--- src/rtl/ps2_event_fifo.sv ---
// ----------------------------------------------------------------------------
// ps2_event_fifo
//
// Collapses PS/2 scan-code set 2 bytes into single key events and queues them
// in a small first-word-fall-through FIFO.
//
// Each event carries the final scan code plus two flags:
//   ext     - the code was preceded by an E0 prefix
//   release - the code was preceded by an F0 prefix (key up)
// Prefix bytes, the 8-byte Pause sequence, keyboard status/ack bytes and the
// print-screen "fake shift" codes never produce events.
//
// Ports
//   clk         in   1   system clock, rising edge
//   reset       in   1   synchronous, active-high reset
//   ps2_code    in   8   received byte, valid when strobe=1
//   strobe      in   1   one-cycle pulse, byte valid
//   err         in   1   one-cycle pulse, framing/parity error on this byte
//   ev_code     out  8   scan code of the head event
//   ev_ext      out  1   head event was E0-prefixed
//   ev_release  out  1   head event was F0-prefixed
//   ev_valid    out  1   FIFO not empty
//   ev_ready    in   1   consumer takes the head event this cycle
//   count       out  DEPTH_LOG2+1  number of events held
//   overflow    out  1   sticky, an event was dropped on a full FIFO
// ----------------------------------------------------------------------------
module ps2_event_fifo #(
  parameter int DEPTH_LOG2 = 3,
  parameter int TIMEOUT    = 100000
) (
  input  logic                  clk,
  input  logic                  reset,
  input  logic [7:0]            ps2_code,
  input  logic                  strobe,
  input  logic                  err,
  output logic [7:0]            ev_code,
  output logic                  ev_ext,
  output logic                  ev_release,
  output logic                  ev_valid,
  input  logic                  ev_ready,
  output logic [DEPTH_LOG2:0]   count,
  output logic                  overflow
);

  localparam int DEPTH = 1 << DEPTH_LOG2;
  localparam int CNT_W = DEPTH_LOG2 + 1;

  localparam logic [CNT_W-1:0]      CNT_FULL = CNT_W'(DEPTH);
  localparam logic [CNT_W-1:0]      CNT_ONE  = CNT_W'(1);
  localparam logic [DEPTH_LOG2-1:0] PTR_ONE  = DEPTH_LOG2'(1);

  localparam logic [19:0] IDLE_LIMIT = 20'(TIMEOUT);
  localparam logic [19:0] IDLE_MAX   = 20'hF_FFFF;

  // Assembler states (legacy-compatible constant encoding)
  localparam logic [2:0] ST_IDLE = 3'd0;
  localparam logic [2:0] ST_E0   = 3'd1;
  localparam logic [2:0] ST_F0   = 3'd2;
  localparam logic [2:0] ST_E0F0 = 3'd3;
  localparam logic [2:0] ST_SKIP = 3'd4;

  localparam logic [7:0] B_E0    = 8'hE0;
  localparam logic [7:0] B_E1    = 8'hE1;
  localparam logic [7:0] B_F0    = 8'hF0;
  localparam logic [7:0] B_FAKE  = 8'h12;

  // Bytes the keyboard sends about itself rather than about a key.
  function automatic logic is_status_byte(input logic [7:0] b);
    logic hit;
    case (b)
      8'hAA, 8'hFA, 8'hFE, 8'hEE, 8'h00, 8'hFF: hit = 1'b1;
      default:                                  hit = 1'b0;
    endcase
    return hit;
  endfunction

  // --------------------------------------------------------------------------
  // Assembler
  // --------------------------------------------------------------------------
  logic [2:0]  state_r;
  logic [2:0]  state_nxt_s;
  logic [2:0]  skip_cnt_r;
  logic [2:0]  skip_nxt_s;
  logic [19:0] idle_cnt_r;
  logic        timeout_s;
  logic        push_s;
  logic        push_ext_s;
  logic        push_rel_s;
  logic [9:0]  push_data_s;

  // A partial sequence is abandoned once the line has been quiet long enough;
  // a byte or error in the same cycle is handled first, so it wins.
  assign timeout_s = (idle_cnt_r == IDLE_LIMIT) && (state_r != ST_IDLE);

  // Event entries are packed {ext, release, code}.
  assign push_data_s = {push_ext_s, push_rel_s, ps2_code};

  // Next-state and push decode for the scan-code assembler.
  always_comb begin
    state_nxt_s = state_r;
    skip_nxt_s  = skip_cnt_r;
    push_s      = 1'b0;
    push_ext_s  = 1'b0;
    push_rel_s  = 1'b0;

    if (err) begin
      // A corrupt byte makes any sequence in flight meaningless.
      state_nxt_s = ST_IDLE;
      skip_nxt_s  = 3'd0;
    end else if (strobe) begin
      case (state_r)
        ST_IDLE: begin
          if (ps2_code == B_E0) begin
            state_nxt_s = ST_E0;
          end else if (ps2_code == B_F0) begin
            state_nxt_s = ST_F0;
          end else if (ps2_code == B_E1) begin
            // E1 opens Pause; seven more bytes follow with no event.
            state_nxt_s = ST_SKIP;
            skip_nxt_s  = 3'd7;
          end else if (is_status_byte(ps2_code)) begin
            state_nxt_s = ST_IDLE;
          end else begin
            push_s = 1'b1;
          end
        end
        ST_E0: begin
          if (ps2_code == B_F0) begin
            state_nxt_s = ST_E0F0;
          end else if (ps2_code == B_FAKE) begin
            state_nxt_s = ST_IDLE;
          end else begin
            push_s      = 1'b1;
            push_ext_s  = 1'b1;
            state_nxt_s = ST_IDLE;
          end
        end
        ST_F0: begin
          push_s      = 1'b1;
          push_rel_s  = 1'b1;
          state_nxt_s = ST_IDLE;
        end
        ST_E0F0: begin
          if (ps2_code == B_FAKE) begin
            state_nxt_s = ST_IDLE;
          end else begin
            push_s      = 1'b1;
            push_ext_s  = 1'b1;
            push_rel_s  = 1'b1;
            state_nxt_s = ST_IDLE;
          end
        end
        ST_SKIP: begin
          // The guard on <=1 also recovers cleanly from a zero count.
          if (skip_cnt_r <= 3'd1) begin
            skip_nxt_s  = 3'd0;
            state_nxt_s = ST_IDLE;
          end else begin
            skip_nxt_s  = skip_cnt_r - 3'd1;
            state_nxt_s = ST_SKIP;
          end
        end
        default: begin
          state_nxt_s = ST_IDLE;
          skip_nxt_s  = 3'd0;
        end
      endcase
    end else if (timeout_s) begin
      state_nxt_s = ST_IDLE;
      skip_nxt_s  = 3'd0;
    end else begin
      state_nxt_s = state_r;
      skip_nxt_s  = skip_cnt_r;
    end
  end

  // Assembler state and Pause skip counter registers.
  always_ff @(posedge clk) begin
    if (reset) begin
      state_r    <= ST_IDLE;
      skip_cnt_r <= 3'd0;
    end else begin
      state_r    <= state_nxt_s;
      skip_cnt_r <= skip_nxt_s;
    end
  end

  // Saturating idle counter, cleared by any line activity.
  always_ff @(posedge clk) begin
    if (reset) begin
      idle_cnt_r <= 20'd0;
    end else if (strobe || err) begin
      idle_cnt_r <= 20'd0;
    end else if (idle_cnt_r != IDLE_MAX) begin
      idle_cnt_r <= idle_cnt_r + 20'd1;
    end else begin
      idle_cnt_r <= idle_cnt_r;
    end
  end

  // --------------------------------------------------------------------------
  // Event FIFO
  // --------------------------------------------------------------------------
  logic [9:0]            mem_r [DEPTH];
  logic [DEPTH_LOG2-1:0] wr_ptr_r;
  logic [DEPTH_LOG2-1:0] rd_ptr_r;
  logic [CNT_W-1:0]      count_r;
  logic                  ev_valid_r;
  logic                  overflow_r;
  logic                  full_s;
  logic                  pop_s;
  logic                  wr_en_s;
  logic                  drop_s;

  assign full_s  = (count_r == CNT_FULL);
  assign pop_s   = ev_valid_r && ev_ready;
  // When full, a same-cycle pop frees the slot the write pointer points at.
  assign wr_en_s = push_s && (!full_s || pop_s);
  assign drop_s  = push_s && full_s && !pop_s;

  // Storage and pointers; storage is cleared so the head reads 0 after reset.
  always_ff @(posedge clk) begin
    if (reset) begin
      for (int i = 0; i < DEPTH; i++) begin
        mem_r[i] <= 10'd0;
      end
      wr_ptr_r <= '0;
      rd_ptr_r <= '0;
    end else begin
      if (wr_en_s) begin
        mem_r[wr_ptr_r] <= push_data_s;
        wr_ptr_r        <= wr_ptr_r + PTR_ONE;
      end else begin
        wr_ptr_r <= wr_ptr_r;
      end
      if (pop_s) begin
        rd_ptr_r <= rd_ptr_r + PTR_ONE;
      end else begin
        rd_ptr_r <= rd_ptr_r;
      end
    end
  end

  // Occupancy count and the registered non-empty flag that tracks it.
  always_ff @(posedge clk) begin
    if (reset) begin
      count_r    <= '0;
      ev_valid_r <= 1'b0;
    end else if (wr_en_s && !pop_s) begin
      count_r    <= count_r + CNT_ONE;
      ev_valid_r <= 1'b1;
    end else if (pop_s && !wr_en_s) begin
      count_r    <= count_r - CNT_ONE;
      ev_valid_r <= (count_r != CNT_ONE);
    end else begin
      count_r    <= count_r;
      ev_valid_r <= ev_valid_r;
    end
  end

  // Sticky overflow flag; only reset clears it.
  always_ff @(posedge clk) begin
    if (reset) begin
      overflow_r <= 1'b0;
    end else if (drop_s) begin
      overflow_r <= 1'b1;
    end else begin
      overflow_r <= overflow_r;
    end
  end

  // Head entry falls straight through from storage.
  assign ev_code    = mem_r[rd_ptr_r][7:0];
  assign ev_release = mem_r[rd_ptr_r][8];
  assign ev_ext     = mem_r[rd_ptr_r][9];
  assign ev_valid   = ev_valid_r;
  assign count      = count_r;
  assign overflow   = overflow_r;

endmodule

--- config.mk ---
export PLATFORM = sky130hd
export DESIGN_NAME = ps2_event_fifo
export DESIGN_NICKNAME = d
export VERILOG_FILES = /design/src/rtl/ps2_event_fifo.sv
export SDC_FILE = /design/constraint.sdc
export NUM_CORES = 1
export LEC_CHECK = 0
export CAP_MARGIN = 5
export CORE_MARGIN = 8
export CORE_UTILIZATION = 60
export CTS_CLUSTER_SIZE = 10
export DETAILED_ROUTE_END_ITERATION = 7
export GPL_TIMING_DRIVEN = 0
export PLACE_DENSITY = 0.79
export SLEW_MARGIN = 30
export SYNTH_ARGS = -nofsm -noshare
export SYNTH_HDL_FRONTEND = slang
export SYNTH_SLANG_ARGS = --single-unit
--- constraint.sdc ---
create_clock -name clk -period 4.09 [get_ports clk]
set_input_delay 0.409 -clock clk [delete_from_list [all_inputs] [get_ports clk]]
set_output_delay 0.409 -clock clk [all_outputs]
set_load 0.01 [all_outputs]
==> results of run 1 <==
layout make-up:
cell class	count	area, um2
multi-input combinational	350	2546
sequential	121	3223
inverter	16	60.06
clock inverter	6	83.83
clock buffer	26	500.5
timing repair buffer	26	260.3
buffer	33	143.9
tap	133	166.4
fill	707	2745
cells in the mapped netlist (5+ instances only):
cell,instances,area (um2)
a21o_1,7,52.55
a21oi_1,12,60.06
and3_1,65,406.6
clkbuf_1,24,90.09
dfxtp_1,41,820.8
edfxtp_1,80,2402
ha_1,11,137.6
inv_1,16,60.06
mux2_2,10,112.6
mux2i_1,5,50.05
mux4_2,20,450.4
nand2_1,23,86.33
nand2b_1,7,43.79
nand3_1,10,50.05
nand4_1,9,56.30
nor2_1,69,259.0
nor3_1,12,60.06
nor4_1,6,37.54
o21ai_0,11,55.05
or3_1,6,37.54
xnor2_1,12,105.1
xor2_1,6,52.55
how the worst max path moves through the flow:
| stage | end | slack (ps) | cells after the start | from |
|---|---|---|---|---|
| after floorplan | count[3] | 1040 | 12 | ps2_code[3] |
| after global placement | count[3] | 140 | 14 | ps2_code[5] |
| after detailed placement | count[3] | 90 | 14 | ps2_code[5] |
| after CTS | count[3] | 630 | 14 | ps2_code[5] |
| after global routing | count[3] | 330 | 14 | ps2_code[5] |
| final | count[3] | 630 | 14 | ps2_code[5] |
cells by family after synthesis:
| family | synth area share |
|---|---|
| buffers and inverters | 0.03414 |
| adders and majority gates | 0.02304 |
| muxes | 0.1026 |
| AOI/OAI and AO/OA | 0.06473 |
| xor gates and xnor gates | 0.02639 |
| and+or+nand+nor | 0.2095 |
| DFF | 0.5396 |
power breakdown:
part | switching [mW] | leakage (nW) | internal, mW
Combinational | 0.182 | 1.23 | 0.154
Clock | 0.515 | 0.284 | 0.955
Sequential | 0.0306 | 1.16 | 1.35
Total | 0.727 | 2.67 | 2.46
layer usage:
metal,GRT usage,vias to the layer above
met1,0.2489,2116
met5,0,-
li1,-,2029
met4,0.09162,0
met3,0.05524,28
met2,0.3969,213
per-stage QoR:
step | total power [mW] | instances
3_3_place_gp | 1.729 | 679
6_report | 3.190 | 711
4_1_cts | 3.191 | 711
2_1_floorplan | 1.607 | 520
5_1_grt | 3.287 | 711
3_5_place_dp | 1.743 | 679
worst register-to-register path, cell delays in order, from the launching register on:
cell      delay [ps]
dfxtp_1          440
inv_1            100
ha_1             200
and4b_1          200
nor3_1           440
nor2b_1          330
buf_6            190
buf_6            170
ha_1             230
clkbuf_1         190
nor4_1           370
a221oi_1         130
flip-flops by register name, indices dropped and copies added (netlist names), named ones only:
register and flops:
mem_r 80, idle_cnt_r 20, count 4, rd_ptr_r 3, skip_cnt_r 3, state_r 3
wr_ptr_r 3, ev_valid 1, overflow 1
==> metrics.cfg, run 1 <==
[flow_run]
drv_cap=0

[die]
row_count=36
fp.dieArea_um2=13400
io_pins=29
die_y_um=115.8
die_x_um=115.8
core_um2=9729
start_util=0.6139

[timing]
whs_ps=424.5
fmaxAchievable_mhz=288.7
hold_violations=0
final_max_slew_viol_count=0
rsz0062_at_grt=false
finalWorstSetupSlack_ps=626.5
setup_tns_ps=0
relSlewSlack=0.4046
finClkSkew_ps=8.114
worst_pin_slew_ps=893.1
period_needed_ps=3463
finalSetupViolCount=0
finalCritPeriodShare=0.8468

[cts]
cts_setup_buffers=0
cts_buffer_depth=2
clk_pin_slew_ps=50
clk-insertion-delay-late_ps=530
cts_made_buffers=17
cts-resized-gates=0
clock_sinks=121
root_buffer=clkbuf_8
hold_buffers=0
cts_tree=done
cts_max_level=4

[routing]
via_per_inst=6.169
drc=0
drtIter0Drc=377
dr_wl_met3_um=1147
wl_met2_um=7495
ant_nets=0
wl_um=13920
first_pass_iters=5
num_vias=4386
drt-met1-wl_um=4945
highest_layer=met4
wl_per_cell_um=19.58

[critical_path]
cp_data_arrival_time_ps=3860
crit_slowest_cell=clkdlybuf4s50_1
worstPathMaxFanout=10
r2r-start=count[0]
r2r_end=ev_valid
rr_worst_depth=11
rrSetupSlack_ps=940
crit_chain=clkdlybuf4s50_1 -> clkbuf_1 -> nand4b_1 -> nor4b_2 -> o31ai_2 -> a22oi_4 -> nor2b_1 -> buf_6 -> buf_6 -> ha_1 -> or4_1 -> a21oi_1 -> xnor2_1 -> nor2_1
cpPeakStageDelay_ps=480
critPathCaptureType=register
critPathRequiredTime_ps=4490
critPathBufInv=4
worstSetupPathType=in -> reg
critPathTopFamily=simple AND/OR/NAND/NOR gates
critPathMostFrequentCell=buf_6
cp-start-kind=input pin

[placement]
portBuffers=26
pre_cts_slack_ps=89.26
place_area_um2=6400
dpl.hpwl_um=9528
place_congestion=0.9081

[min_path]
min_from=reset
min_to=wr_ptr_r[1]
min_path_type=in -> reg
whs_path_depth=3

[cells_and_area]
layout_common_cells=80 x edfxtp_1, 69 x nor2_1, 65 x and3_1
utilization=0.7179
design_area_um2=6984
layout.cells.most_common=edfxtp_1
nNetsFinal=589
area_growth_syn_to_layout_pct=16.93
drive_above_1_share=0.1246
n_antenna_cell=0

[grt]
grt_pass1_vias=4332
grt_start_max_net_pins=17
grt_antenna_before_repair=0
grt_pass1_wl_um=22470
grt.total_usage=0.2228
grt_overflow_total=0

[synth]
ys_types=59
ys_warn_count=0
synthFlopType=edfxtp_1
syn_nets=544
synth-seq-cells=121
syn-cell-area_um2=5973
synth-edff-count=80
syn_area_per_cell_um2=11.49
synthArstFlopShare=0
ys_seq_area_frac=0.5396
synthCells=520

[pwr]
leakage_nw=2.673
vdd_drop_max_mv=0.3226
pwr_density_cell_nw_per_um2=456.7

[run_status]
outcome=completed

Power figures use the tool's default switching activity.
==> inputs of run 2 (changes only) <==
- CORE_UTILIZATION: 60 -> 54
- PLACE_DENSITY: 0.79 -> 0.76
- clock period: 4.09 -> 2.9 ns (I/O delays scaled with it)
==> metrics.cfg, run 2 (synthesis results as in run 1) <==
[die]
row_count=38
fp.dieArea_um2=14680
start_util=0.5510
core_um2=10840
io_pins=29
die_y_um=121.2
die_x_um=121.2

[routing]
drc=0
wl_um=13690
first_pass_iters=5
ant_nets=0
wl_per_cell_um=19.02
drtIter0Drc=356
via_per_inst=6.044
num_vias=4352

[placement]
portBuffers=26
pre_cts_slack_ps=-973.7
dpl.hpwl_um=9463
placed_cells=686
place_area_um2=6415
place_congestion=0.8531

[flow_run]
drv_cap=0

[cells_and_area]
design_area_um2=7087
drive_above_1_share=0.1672
regMostFlops=mem_r
largest_reg_flops=80
area_growth_syn_to_layout_pct=18.64
layout.cells.most_common=edfxtp_1
nNetsFinal=591
stdcell_count=720
layout_common_cells=80 x edfxtp_1, 69 x nor2_1, 65 x and3_1
n_antenna_cell=0

[critical_path]
worstSetupPathType=reg -> out
worstPathMaxFanout=10
critPathCaptureType=output pin
cp_data_arrival_time_ps=2530
cp-start-kind=register
cpPeakStageDelay_ps=580
crit_chain=clkbuf_4 -> mux4_2 -> mux2_2 -> clkdlybuf4s50_1
crit_slowest_cell=mux4_2
critPathRequiredTime_ps=2610

[cts]
cts_max_level=4
clock_sinks=121
cts_buffer_depth=2
clk-insertion-delay-late_ps=520
cts_made_buffers=17
clk_pin_slew_ps=60
cts_tree=done
root_buffer=clkbuf_8

[timing]
worst_pin_slew_ps=734.4
finalCritPeriodShare=0.9718
hold_violations=0
setup_tns_ps=0
whs_ps=296.5
finalWorstSetupSlack_ps=81.89
finClkSkew_ps=6.293
period_needed_ps=2818
finalSetupViolCount=0
final_max_slew_viol_count=0
relSlewSlack=0.5052
rsz0062_at_grt=false
fmaxAchievable_mhz=354.8

[grt]
grt.total_usage=0.1936
grt_pass1_vias=4524
grt_antenna_before_repair=0
grt_pass1_wl_um=22160
grt_overflow_total=0
grt_start_max_net_pins=17

[min_path]
min_path_type=in -> reg

[pwr]
pwr_density_cell_nw_per_um2=636.7
vdd_drop_max_mv=0.3784
leakage_nw=2.738

[run_status]
outcome=completed

## run 2: power breakdown
group | leakage (nW) | total, mW | internal [mW] | switching, mW
combinational | 1.30 | 0.500 | 0.236 | 0.264
clock | 0.277 | 2.06 | 1.24 | 0.820
sequential | 1.16 | 1.95 | 1.91 | 0.0436
total | 2.74 | 4.51 | 3.38 | 1.13
## run 2: final cells by class
| type | count | area (um2) |
|---|---|---|
| Fill cell | 823 | 3754 |
| Sequential cell | 121 | 3224 |
| Multi-Input combinational cell | 350 | 2609 |
| Clock buffer | 17 | 414.1 |
| Timing Repair Buffer | 30 | 294.0 |
| Tap cell | 140 | 175.2 |
| Clock inverter | 15 | 166.4 |
| Buffer | 31 | 143.9 |
| Inverter | 16 | 60.06 |
## run 2: repair_timing
item	in CTS	in global routing
hold buffers	0	0
resized for setup	17	8
endpoints found under the hold margin	0	0
pin swaps	3	5
setup buffers	2	2
setup endpoints to repair	30	4
## run 2: final timing paths
kind,start,to,slack [ps],cells past startpoint
setup / recovery,register,ev_ext,80,4
hold / removal,reset,wr_ptr_r[1],300,3
setup reg to reg,state_r[1],count[3],150,10
hold reg to reg,overflow,overflow,460,2
## run 2: critical path, delay by kind of cell (launching register included)
kind / cells / cell delay (ps)
mux: 2 / 870
buf+inv: 2 / 790
flops: 1 / 350
## run 2: stage by stage
| stage | total power [mW] | utilization |
|---|---|---|
| after floorplan | 2.270 | - |
| after global placement | 2.444 | 0.5918 |
| after detailed placement | 2.463 | 0.5918 |
| after CTS | 4.515 | 0.6511 |
| after global routing | 4.634 | 0.6537 |
| final | 4.512 | 0.6537 |
## run 2: per-layer routing
metal	part of all wire	vias up	track usage
met5	0	-	0
met4	0.025	0	0.08558
met3	0.053	34	0.04421
met2	0.52	145	0.3416
met1	0.40	2130	0.2196
li1	-	2043	-
==> inputs of run 3 (changes only) <==
--- a/config.mk
+++ b/config.mk
@@ -14,2 +14,3 @@
 export PLACE_DENSITY = 0.76
+export SETUP_SLACK_MARGIN = 0.15
 export SLEW_MARGIN = 30
--- a/constraint.sdc
+++ b/constraint.sdc
@@ -3,2 +3,2 @@
 set_output_delay 0.29 -clock clk [all_outputs]
-set_load 0.01 [all_outputs]
+set_load 0.05 [all_outputs]
==> metrics.cfg, run 3 (synthesis results as in run 1) <==
[grt]
grt_antenna_before_repair=0
grt.total_usage=0.2057
grt_overflow_total=0
grt_pass1_vias=4651
grt_pass1_wl_um=23280
grt_start_max_net_pins=17

[pwr]
vdd_drop_max_mv=0.4071
finalPower_mw=4.576
pwr_density_cell_nw_per_um2=638.8
leakage_nw=2.824

[flow_run]
drv_cap=0

[placement]
place_congestion=0.8380
portBuffers=26
dpl.hpwl_um=9691
placed_cells=686

[routing]
wl_per_cell_um=19.97
drtIter0Drc=337
num_vias=4402
wl_um=14540
ant_nets=0
via_per_inst=6.047
first_pass_iters=5
drc=0

[cts]
clk-insertion-delay-late_ps=530
cts_max_level=4
cts_tree=done
clk_pin_slew_ps=60
hold_buffers=0
root_buffer=clkbuf_8
cts_made_buffers=17
clock_sinks=121
cts_buffer_depth=2

[cells_and_area]
area_growth_syn_to_layout_pct=19.92
nNetsFinal=599
layout_common_cells=80 x edfxtp_1, 69 x nor2_1, 65 x and3_1
fillers=804
layout.cells.most_common=edfxtp_1
regMostFlops=mem_r
largest_reg_flops=80
drive_above_1_share=0.2024
stdcell_count=728
n_antenna_cell=0

[timing]
finalCritPeriodShare=0.9247
relSlewSlack=0.5657
hold_violations=0
period_needed_ps=2682
fmaxAchievable_mhz=372.9
finClkSkew_ps=3.755
finalSetupViolCount=0
final_max_slew_viol_count=0
worst_pin_slew_ps=644.6
rsz0062_at_grt=false

[min_path]
min_path_type=in -> reg
min_from=ps2_code[3]

[die]
row_count=38
fp.dieArea_um2=14680
io_pins=29
core_um2=10840
start_util=0.5510
die_x_um=121.2
die_y_um=121.2

[critical_path]
cp_data_arrival_time_ps=3080
critPathCaptureType=register
worstPathMaxFanout=10
cp-startpoint=state_r[1]
cp-start-kind=register
critPathRequiredTime_ps=3300
r2r-start=state_r[1]
worstSetupPathType=reg -> reg

[run_status]
outcome=completed

[run 3: cell types whose count changed in the layout (fill, tap and decap cells not counted), moves of 3 or more]
cell / change
buf_4: +9
buf_6: +3
clkdlybuf4s15_2: +3
clkdlybuf4s50_1: -14
dfxtp_1: -4
dfxtp_2: +3
dlygate4sd2_1: +3
inv_6: -4
[run 3: per-stage QoR]
stage            util  cell area, um2  TNS (ps)  setup slack, ps  hold slack (ps)
3_5_place_dp   0.5933            6431    -53670           -843.9            444.7
4_1_cts        0.6569            7121         0            136.3            294.7
6_report       0.6608            7163         0            218.4            287.8
3_3_place_gp   0.5933            6431    -45050           -802.0            439.4
2_1_floorplan       -            5996         0            99.36            454.1
5_1_grt        0.6608            7163         0            151.7            301.4
[run 3: critical path: stages (launching register included)]
cell and delay, ps:
dfxtp_4 350, or4_4 490, o31a_1 280, a22oi_4 200, nor2b_4 70, buf_6 120
buf_8 140, ha_4 160, or4_4 410, a21oi_2 140, xnor2_1 130, nor2_1 50
[run 3: layout make-up]
| cell class | instances | area, um2 | area share |
|---|---|---|---|
| flip-flops and latches | 121 | 3232 | 0.4512 |
| multi-input cells | 350 | 2625 | 0.3665 |
| clock buffers | 17 | 414.1 | 0.05782 |
| repair buffers | 37 | 326.6 | 0.04559 |
| plain buffers | 32 | 177.7 | 0.02480 |
| well taps | 140 | 175.2 | 0.02445 |
| clock inverters | 15 | 152.6 | 0.02131 |
| inverters | 16 | 60.06 | 0.008384 |
[run 3: path summary, 6_finish.rpt]
kind                       to  slack (ps)  cells past startpoint
hold reg to reg      overflow         450                      2
setup / recovery     count[3]         220                     11
setup reg to reg     count[3]         220                     11
hold / removal    mem_r[0][3]         290                      3
[run 3: routing by layer]
layer / up-vias / part of all wire / GRT usage / routed length (um)
met5: - / 0 / 0 / 0
met4: 0 / 0.025 / 0.1041 / 365
met3: 35 / 0.062 / 0.04421 / 902
met2: 169 / 0.53 / 0.3641 / 7693
met1: 2146 / 0.38 / 0.2290 / 5578
li1: 2052 / - / - / -
[run 3: where the power goes]
| group | internal (mW) | leakage, nW | switching (mW) |
|---|---|---|---|
| logic | 0.232 | 1.39 | 0.376 |
| clock network | 1.22 | 0.268 | 0.791 |
| registers | 1.91 | 1.16 | 0.0446 |
| total | 3.36 | 2.82 | 1.21 |
[run 3: what timing repair did]
action | in CTS | in global routing
endpoints found under the hold margin | 0 | 0
pin swaps | 9 | 8
setup endpoints to repair | 65 | 21
gates resized for setup | 40 | 32
buffers inserted | 9 | 2
